<file path="config.mk">
export PLATFORM = sky130hd
export DESIGN_NAME = my_reg_bank
export DESIGN_NICKNAME = d
export VERILOG_FILES = /design/src/rtl/my_reg_bank.sv
export SDC_FILE = /design/constraint.sdc
export NUM_CORES = 1
export LEC_CHECK = 0
export CAP_MARGIN = 20
export CORE_ASPECT_RATIO = 1.5
export CORE_MARGIN = 4
export CORE_UTILIZATION = 49
export DETAILED_ROUTE_END_ITERATION = 12
export HOLD_SLACK_MARGIN = 0.03
export PLACE_DENSITY = 0.76
export REMOVE_ABC_BUFFERS = 1
export SKIP_LAST_GASP = 1
export SLEW_MARGIN = 30
export SYNTH_ARGS = -nofsm -noshare
export SYNTH_HDL_FRONTEND = slang
export SYNTH_SLANG_ARGS = --single-unit
</file>
<file path="constraint.sdc">
create_clock -name clk -period 1.3 [get_ports clk]
set_input_delay 0.26 -clock clk [delete_from_list [all_inputs] [get_ports clk]]
set_output_delay 0.26 -clock clk [all_outputs]
set_load 0.05 [all_outputs]
</file>
<file path="src/rtl/my_reg_bank.sv">
// Parameterised register bank with a registered functional read/write port
// and CHAINS parallel scan chains threaded through the registers for test access.
module my_reg_bank #(
    parameter int unsigned WIDTH  = 8,
    parameter int unsigned DEPTH  = 4,
    parameter int unsigned CHAINS = 1,
    localparam int unsigned AW    = ($clog2(DEPTH) > 1) ? $clog2(DEPTH) : 1,
    localparam int unsigned K     = DEPTH / CHAINS
) (
    input  logic              clk,
    input  logic              reset,
    input  logic              wr_en,
    input  logic [AW-1:0]     wr_addr,
    input  logic [WIDTH-1:0]  wr_data,
    input  logic              rd_en,
    input  logic [AW-1:0]     rd_addr,
    output logic [WIDTH-1:0]  rd_data,
    output logic              rd_valid,
    input  logic [CHAINS-1:0] scan_in,
    input  logic              scan_en,
    input  logic              test_mode,
    output logic [CHAINS-1:0] scan_out
);

    localparam logic [AW:0] DEPTH_LIM = (AW + 1)'(DEPTH);

    // Elaboration-time parameter sanity
    if (WIDTH < 1 || WIDTH > 64) begin : g_bad_width
        $error("my_reg_bank: WIDTH out of range");
    end
    if (DEPTH < 2 || DEPTH > 256) begin : g_bad_depth
        $error("my_reg_bank: DEPTH out of range");
    end
    if (CHAINS < 1 || (DEPTH % CHAINS) != 0) begin : g_bad_chains
        $error("my_reg_bank: DEPTH must be a multiple of CHAINS");
    end

    logic [WIDTH-1:0] regs_q [DEPTH];
    logic [WIDTH-1:0] regs_d [DEPTH];
    logic [WIDTH-1:0] rd_data_q;
    logic [WIDTH-1:0] rd_data_d;
    logic             rd_valid_q;
    logic             rd_valid_d;

    logic             func_mode;
    logic             shift_en;
    logic             wr_hit;
    logic             rd_in_range;
    logic [DEPTH-1:0] shift_bit;

    assign func_mode   = !test_mode;
    assign shift_en    = test_mode && scan_en;
    assign wr_hit      = func_mode && wr_en && ({1'b0, wr_addr} < DEPTH_LIM);
    assign rd_in_range = {1'b0, rd_addr} < DEPTH_LIM;

    // Bit entering each register's MSB: chain heads take scan_in, the rest
    // take the LSB of the register one chain-step closer to the head.
    for (genvar i = 0; i < DEPTH; i++) begin : g_link
        if (i < CHAINS) begin : g_head
            assign shift_bit[i] = scan_in[i];
        end else begin : g_body
            assign shift_bit[i] = regs_q[i - CHAINS][0];
        end
    end

    for (genvar c = 0; c < CHAINS; c++) begin : g_sout
        assign scan_out[c] = regs_q[c + (K - 1) * CHAINS][0];
    end

    // Register next state: scan shift has priority, functional write otherwise
    always_comb begin
        for (int i = 0; i < DEPTH; i++) begin
            regs_d[i] = regs_q[i];
            if (shift_en) begin
                regs_d[i] = WIDTH'({shift_bit[i], regs_q[i]} >> 1);
            end else if (wr_hit && (AW'(i) == wr_addr)) begin
                regs_d[i] = wr_data;
            end
        end
    end

    // Read path samples pre-write contents, giving read-before-write
    always_comb begin
        rd_valid_d = 1'b0;
        rd_data_d  = rd_data_q;
        if (func_mode && rd_en) begin
            rd_valid_d = 1'b1;
            rd_data_d  = '0;
            if (rd_in_range) begin
                rd_data_d = regs_q[rd_addr];
            end
        end
    end

    always_ff @(posedge clk or posedge reset) begin
        if (reset) begin
            for (int i = 0; i < DEPTH; i++) begin
                regs_q[i] <= '0;
            end
            rd_data_q  <= '0;
            rd_valid_q <= 1'b0;
        end else begin
            for (int i = 0; i < DEPTH; i++) begin
                regs_q[i] <= regs_d[i];
            end
            rd_data_q  <= rd_data_d;
            rd_valid_q <= rd_valid_d;
        end
    end

    assign rd_data  = rd_data_q;
    assign rd_valid = rd_valid_q;

endmodule

</file>
# Word-level counts from Yosys, hierarchy flattened
# Index checks and enable logic that the tools add are counted.
# Widths: inputs -> output; s select.
dict set report op_classes {
  order_cmp 1
  muxes 12
  n_eq_ne 3
  n_reduce_logical 13
  n_bitwise 1
}
# op count
set op_table {}
lappend op_table {{$mux 8} 10}
lappend op_table {{$bmux 8 s2} 1}
lappend op_table {{$reduce_bool 2->1} 4}
lappend op_table {{$logic_and 1x1->1} 7}
lappend op_table {{$eq 2x2->1 const A} 2}
lappend op_table {{$ge 3x3->1 const B} 1}
lappend op_table {{$not 2->3} 1}
lappend op_table {{$eq 1x2->1 const A} 1}
lappend op_table {{$logic_not 2->1} 1}
lappend op_table {{$logic_not 1->1} 1}
lappend op_table {{$mux 1} 1}
dict set report word_totals {
  out_inout_bits 10
  wordCells 36
  input_bits 19
  reg_bits 41
}

# Longest topological paths before layout
dict set report depth {
  word_depth 5
  depth_mapped 6
  mapped_depth_nobuf 4
}

# Least setup slack after synthesis
# No wires, ideal clock.
dict set report synth_path {
  kind {input -> register}
  start {input port rd_addr[0]}
  end {register rd_data_q[0], in the netlist rd_data[0]}
  setup_ns 0.118
  t_required_ns 1.182
  n_path_buf 1
  slack_ns 0.000
  cell_stages 4
  t_arrival_ns 1.182
  path_cell_list {clkbuf_1 > mux4_2 > nand2_1 > nand2_1}
}
dict set report synth_via {
  elab_chain_len 4
}
# element line
set synth_rtl {}
lappend synth_rtl {{from (decl)} 16} ;# input logic [AW-1:0] rd_addr,
lappend synth_rtl {{$not 2->3 (not written as such)} 90} ;# rd_data_d = regs_q[rd_addr];
lappend synth_rtl {{$bmux 8 s2} 90}
lappend synth_rtl {{$mux 8 (not written as such) (2 in series)} 90}
lappend synth_rtl {{to (signal assigned)} 106} ;# rd_data_q <= rd_data_d;
lappend synth_rtl {{to (decl)} 40} ;# logic [WIDTH-1:0] rd_data_q;
# Every way passes these cells. The select of a mux whose other input is x is not followed.
# A chain may end at the register's enable or synchronous reset.

# Worst setup path after layout
dict set report layout_path {
  start {input port scan_en}
  end {register regs_q[29] in the netlist's numbering}
}
dict set report layout_via {
  elab_chain_len 2
  elab_cells_between_ends 3
  classes_between {mux: 1; reduce/logical: 2}
}
# element line
set layout_rtl {}
lappend layout_rtl {{from (decl)} 20} ;# input logic scan_en,
lappend layout_rtl {{$logic_and 1x1->1 (*)} 52} ;# assign shift_en = test_mode && scan_en;
lappend layout_rtl {{$mux 8 / $reduce_bool 2->1 (equally long branches)} n/a}
lappend layout_rtl {{to (signal, indexed assignment)} 104} ;# regs_q[i] <= regs_d[i];
lappend layout_rtl {{to (decl)} 38} ;# logic [WIDTH-1:0] regs_q [DEPTH];
# Every way passes the cells marked *; elsewhere a longest branch is shown, timed or not.

==> flow_metrics.tcl <==
set metrics [dict create \
    outcome "complete, no violations" \
    powerDensity_mw_per_mm2 1320 \
    initial_core_util_pct 50.1 \
    layout.nets 278 \
    skew_ns 0.00715 \
    syn2layout_area_growth_pct 36.5 \
    cp_cell_sequence "clkdlybuf4s50_1 > and2_4 > or2_2 > a21oi_1" \
    place_ws_ns -0.500 \
    utilization_pct 68.4 \
    synth_area_per_cell_um2 10.4 \
    p_leak_nw 1.27 \
    cts_setup_buffers 0 \
    path_class "in -> reg" \
    gp_congestion 0.920 \
    yosys.area_share.simple_pct 16.3 \
    rsz0062_at_grt "false" \
    synthFlopType "dfrtp_1" \
    synthXorXnorAreaFrac_pct 0 \
    first_iter_violations 62 \
    crit_path_end_kind "register" \
    pin_count 29 \
    antenna_cells 0 \
    critPathArrivalTime_ns 1.46 \
    overflow 0 \
    grt_pass1_vias 1831 \
    reg2reg_to "rd_data[0]" \
    design.core.area_mm2 0.00421 \
    ys_seq_area_share_pct 48.6 \
    drive_above_1_share_pct 28.8 \
    portBuffers 28 \
    cp_max_fo 7 \
    reg2reg_setup_slack_ns 0.14 \
    insertion_delay_ns 0.30 \
    die_width_um 61.6 \
    hold_buffers 0 \
    cts.htree.levels 2 \
    cts.sinks 41 \
    num_vias 1741 \
    grt_use_total_pct 21.3 \
    relSlewSlack_pct 75.6 \
    cp.required_ns 1.52 \
    setup_viol 0 \
    synth_top_family_by_area "simple AND/OR/NAND/NOR gates" \
    reg2reg_from "scan_out" \
    ys_ff_latch 41 \
    synthMuxAreaShare_pct 15.2 \
    cts.path.max_buffers 2 \
    critPathLaunchType "primary input" \
    cts_tree "built" \
    avgViaCountPerCell 5.69 \
    dp_hpwl_um 3910 \
    cap_violations 0 \
    worst_pin_slew_ns 0.362 \
    async_flop_share_pct 100 \
    ys.warnings.count 0 \
    synth_cell_types 26 \
    antenna_found_initial 0 \
    first_pass_iters 4 \
    grt_start_max_net_pins 42 \
    hp-class "in -> async" \
    synth_compound_area_share_pct 15.4 \
    period_minus_slack_ns 1.23 \
    reg2reg_depth 3 \
    postSynthCellCount 203 \
    die_area_mm2 0.00544 \
    worst_slack_ns 0.0673 \
    path_clk_slew_ns 0.08 \
    die_h_um 88.4 \
    timing.fmax_ghz 0.811 \
    finalPower_mw 3.80 \
    drc 0 \
    ir_worst_vdd_mv 1.13 \
    finalCritPeriodShare_pct 94.8 \
    synth_edf_count 0 \
    wl_per_cell_um 16.6 \
    slew_viol_final 0 \
    cts-root-buf "clkbuf_8" \
    grt_pass1_wl_um 8510 \
    critPathMaxStageDelay_ns 0.44 \
    postRouteAntennaNets 0 \
    cts-buffers-inserted 5 \
    routed_wl_um 5080 \
    cp_slowest_cell "clkdlybuf4s50_1" \
    synthAdderAreaFrac_pct 0 \
    num_rows 29 \
    synth_area_mm2 0.00211 \
    hold_viol_final 0 \
]
-- layer usage --
layer / global-route usage (%) / part of all wire [%] / up-vias
li1: - / - / 836
met1: 24.7 / 39 / 850
met2: 37.8 / 54 / 45
met3: 3.80 / 4.2 / 10
met4: 8.30 / 2.5 / 0
met5: 0 / 0 / -
-- metrics by stage --
step | hold WS (ns) | std cells | instance area [um^2] | TNS [ns]
after global routing | 0.360 | 306 | 2880 | 0
after CTS | 0.320 | 306 | 2870 | 0
after detailed placement | 0.511 | 298 | 2780 | -18.36
after floorplan | 0.456 | 188 | 2020 | 0
after global placement | 0.492 | 298 | 2780 | -17.41
final | 0.298 | 306 | 2880 | 0
-- where the power goes --
part / total, mW / switching, mW / internal [mW]
logic: 1.17 / 0.560 / 0.609
registers: 1.75 / 0.236 / 1.51
clock network: 0.880 / 0.450 / 0.430
total: 3.80 / 1.25 / 2.55
-- Yosys cell counts, drive strengths merged (2+ instances only) --
master	instances	area [um^2]
mux4	8	180
and4bb	2	25.0
a21boi	7	52.6
dfrtp	41	1030
nand3	6	30.0
mux2i	14	140
buf	11	70.1
nand2	38	143
and2	2	15.0
or2	2	12.5
nor3	13	65.1
o21ai	19	95.1
clkbuf	4	16.3
a21oi	31	178
-- worst max-delay path by stage --
stage,from,to,slack [ns],cells past startpoint
detailed placement,test_mode,regs_q[16],-0.50,5
floorplan,scan_out,rd_data[0],0.004,3
global placement,test_mode,regs_q[13],-0.46,5
finish,scan_en,regs_q[29],0.07,4
global route,test_mode,regs_q[16],0.004,5
CTS,wr_addr[0],regs_q[30],0.07,6
-- cells in the final DEF (no fill, tap or decap), drive strengths merged --
cell type / instances
nand4b: 1
or2: 2
clkbuf: 6
clkinv: 3
nand2b: 1
mux2i: 14
o21ai: 19
dlygate4sd2: 6
and4bb: 2
a21oi: 31
clkdlybuf4s50: 12
a21boi: 7
inv: 1
mux4: 8
and2: 2
nor3: 13
nand3: 6
nand2: 38
buf: 46
dfrtp: 41
nor4b: 1
-- flip-flops by register name (all words and copies together) (netlist names) --
name,flops
regs_q,31
scan_out,1
rd_valid,1
rd_data,8
-- cells by family after synthesis --
logic type      Yosys count
compound gates           57
simple gates             66
buf+inv                  17
mux                      22
flops                    41
-- timing repair --
item                       in CTS  in global routing
pin swaps                       1                  1
setup endpoints to repair      41                  2
resized for setup               9                  2
cloned                          0                  0
-- final cells by class --
type | count | area, um^2
well taps | 46 | 57.6
clock buffers | 6 | 82.6
flip-flops and latches | 41 | 1030
inverters | 2 | 7.51
multi-input cells | 145 | 996
clock inverters | 2 | 13.8
fillers | 337 | 1330
repair buffers | 64 | 697
-- worst max-delay path, delay by kind of cell --
family,cells,cell delay [ns]
simple gates,2,0.58
buf+inv,1,0.44
compound gates,1,0.17
(Power assumes the default switching activity.)
==> RTL edit, RTL diff (same settings) <==
`WIDTH`: 8 -> 10.
--- a/src/rtl/my_reg_bank.sv
+++ b/src/rtl/my_reg_bank.sv
@@ -1,7 +1,7 @@
 // Parameterised register bank with a registered functional read/write port
 // and CHAINS parallel scan chains threaded through the registers for test access.
 module my_reg_bank #(
-    parameter int unsigned WIDTH  = 8,
+    parameter int unsigned WIDTH  = 10,
     parameter int unsigned DEPTH  = 4,
     parameter int unsigned CHAINS = 1,
     localparam int unsigned AW    = ($clog2(DEPTH) > 1) ? $clog2(DEPTH) : 1,
Interface: changed (resized rd_data and wr_data); port bits go from 29 to 33. No check against the original RTL was run, so the function may have changed too.
==> RTL edit against the unedited design <==
  * Via count up 19%
  * Hold slack better by 8.6 ps
  * Power up 18%
  * Worst setup slack worse by 1.1 ps
  * Area after synthesis up 23%
  * Final area up 18%
  * Highest routed layer unchanged
  * Sequential power up 27%
  * Wire length up 27%
  * Sequential cell count up 10
  * Register-to-register slack better by 90 ps
  * Non-clock buffer count down 2
  * Count of clock-buffer cells in the layout unchanged
==> RTL edit: results (changes against the unedited design) <==
Critical Path Max Stage Delay 500 ps (+60 ps); met3 WL 228 um (+6.5%); Hold WS 306.7 ps (+8.555 ps); met1 Use GR 28.28% (+3.6 points); Max IR drop VDD 0.0006820 V (-40%); port buffer count 32 (+14%); R2R setup slack 230 ps (+90 ps); RePlAce Congestion 0.8672 (-5.8%); P_seq 0.00222 W (+27%); reg2reg start regs_q[19]; Final #Nets 322 (+16%); worst hold path class in -> async; top layer used by detailed routing met4; Routed WL per cell 17.52 um (+5.6%); crit-path max FO 10 (+3); met3 Use GR 3.241% (-0.55 points); Worst slew margin 79.62% (+4.0 points); Via density 5.649 (-0.70%); FFs w/ async S/R, synth 100.0% (unchanged); Routed Antenna Nets 0 (unchanged); worst setup path endpoint rd_data[8]; Yosys cell types 22 (-15%); Worst Setup SP rd_en; vias in the first global route 2,152 (+18%); synth top area cells dfrtp_1 (49%), mux2i_1 (19%), o21ai_0 (5.2%), nand2_1 (4.8%), a21oi_1 (3.5%); fraction of synthesized area in multiplexers 20.24% (+5.1 points); outcome completed; DRT met1 WL 2699 um (+37%); skew final 9.565 ps (+2.414 ps); first-pass GRT wire length 10,730 um (+26%); share of post-route cells with drive strength above 1 19.00% (-9.8 points); compound-cell area share of the yosys netlist 15.19% (-0.23 points); flip-flop count of the largest register after layout 39 (+26%); r2r worst-path depth 2 (-1); met2 WL 3316 um (+20%); DR iter-0 viols 103 (+66%); Final HPWL DP 4471 um (+14%); Setup CP Type in -> reg; R2R Path End regs_q[18]; register area share after synthesis 49.04% (+0.40 points); met2 usage 34.58% (-3.3 points); Combinational Power Share 31.9% (+1.1 points); LEAKAGE 1.613 nW (+27%); gr usage total 21.70% (+0.36 points); Placed Area 3328 sq um (+20%); critical path's top delay family buffers and inverters; fillers 395 (+17%); Top reg by flops regs_q; switching part of the total 33.54% (+0.74 points); largest net degree at the start of global routing 52 (+24%); Post-synth top cells dfrtp_1 (51), mux2i_1 (50), nand2_1 (33)
[RTL edit: through the flow]
stage | setup WS, ps | util, % | setup TNS [ps] | cells | power (W)
2_1_floorplan | -618.0 | - | -27210 | 232 | 0.002919
4_1_cts | 42.60 | 66.11 | 0 | 368 | 0.004525
3_3_place_gp | -486.3 | 64.44 | -19850 | 362 | 0.003638
5_1_grt | 7.560 | 66.04 | 0 | 368 | 0.004732
6_report | 66.19 | 66.04 | 0 | 368 | 0.004502
3_5_place_dp | -498.9 | 64.44 | -21330 | 362 | 0.003682
[RTL edit: final cells by class]
class                      instances  area [sq um]  share of cell area, %
clock buffer                       6         72.57                  2.128
sequential                        51          1276                  37.42
inverter                          11         41.29                  1.211
multi-input combinational        170          1197                  35.11
timing repair buffer              62         738.2                  21.64
tap                               68         85.08                  2.494
[RTL edit: repair_timing]
action                     4_1_cts  5_1_grt
hold endpoints to repair         0        0
setup buffers                    0        0
pin swaps                        2        1
setup endpoints to repair       50       14
resized for setup               10        4
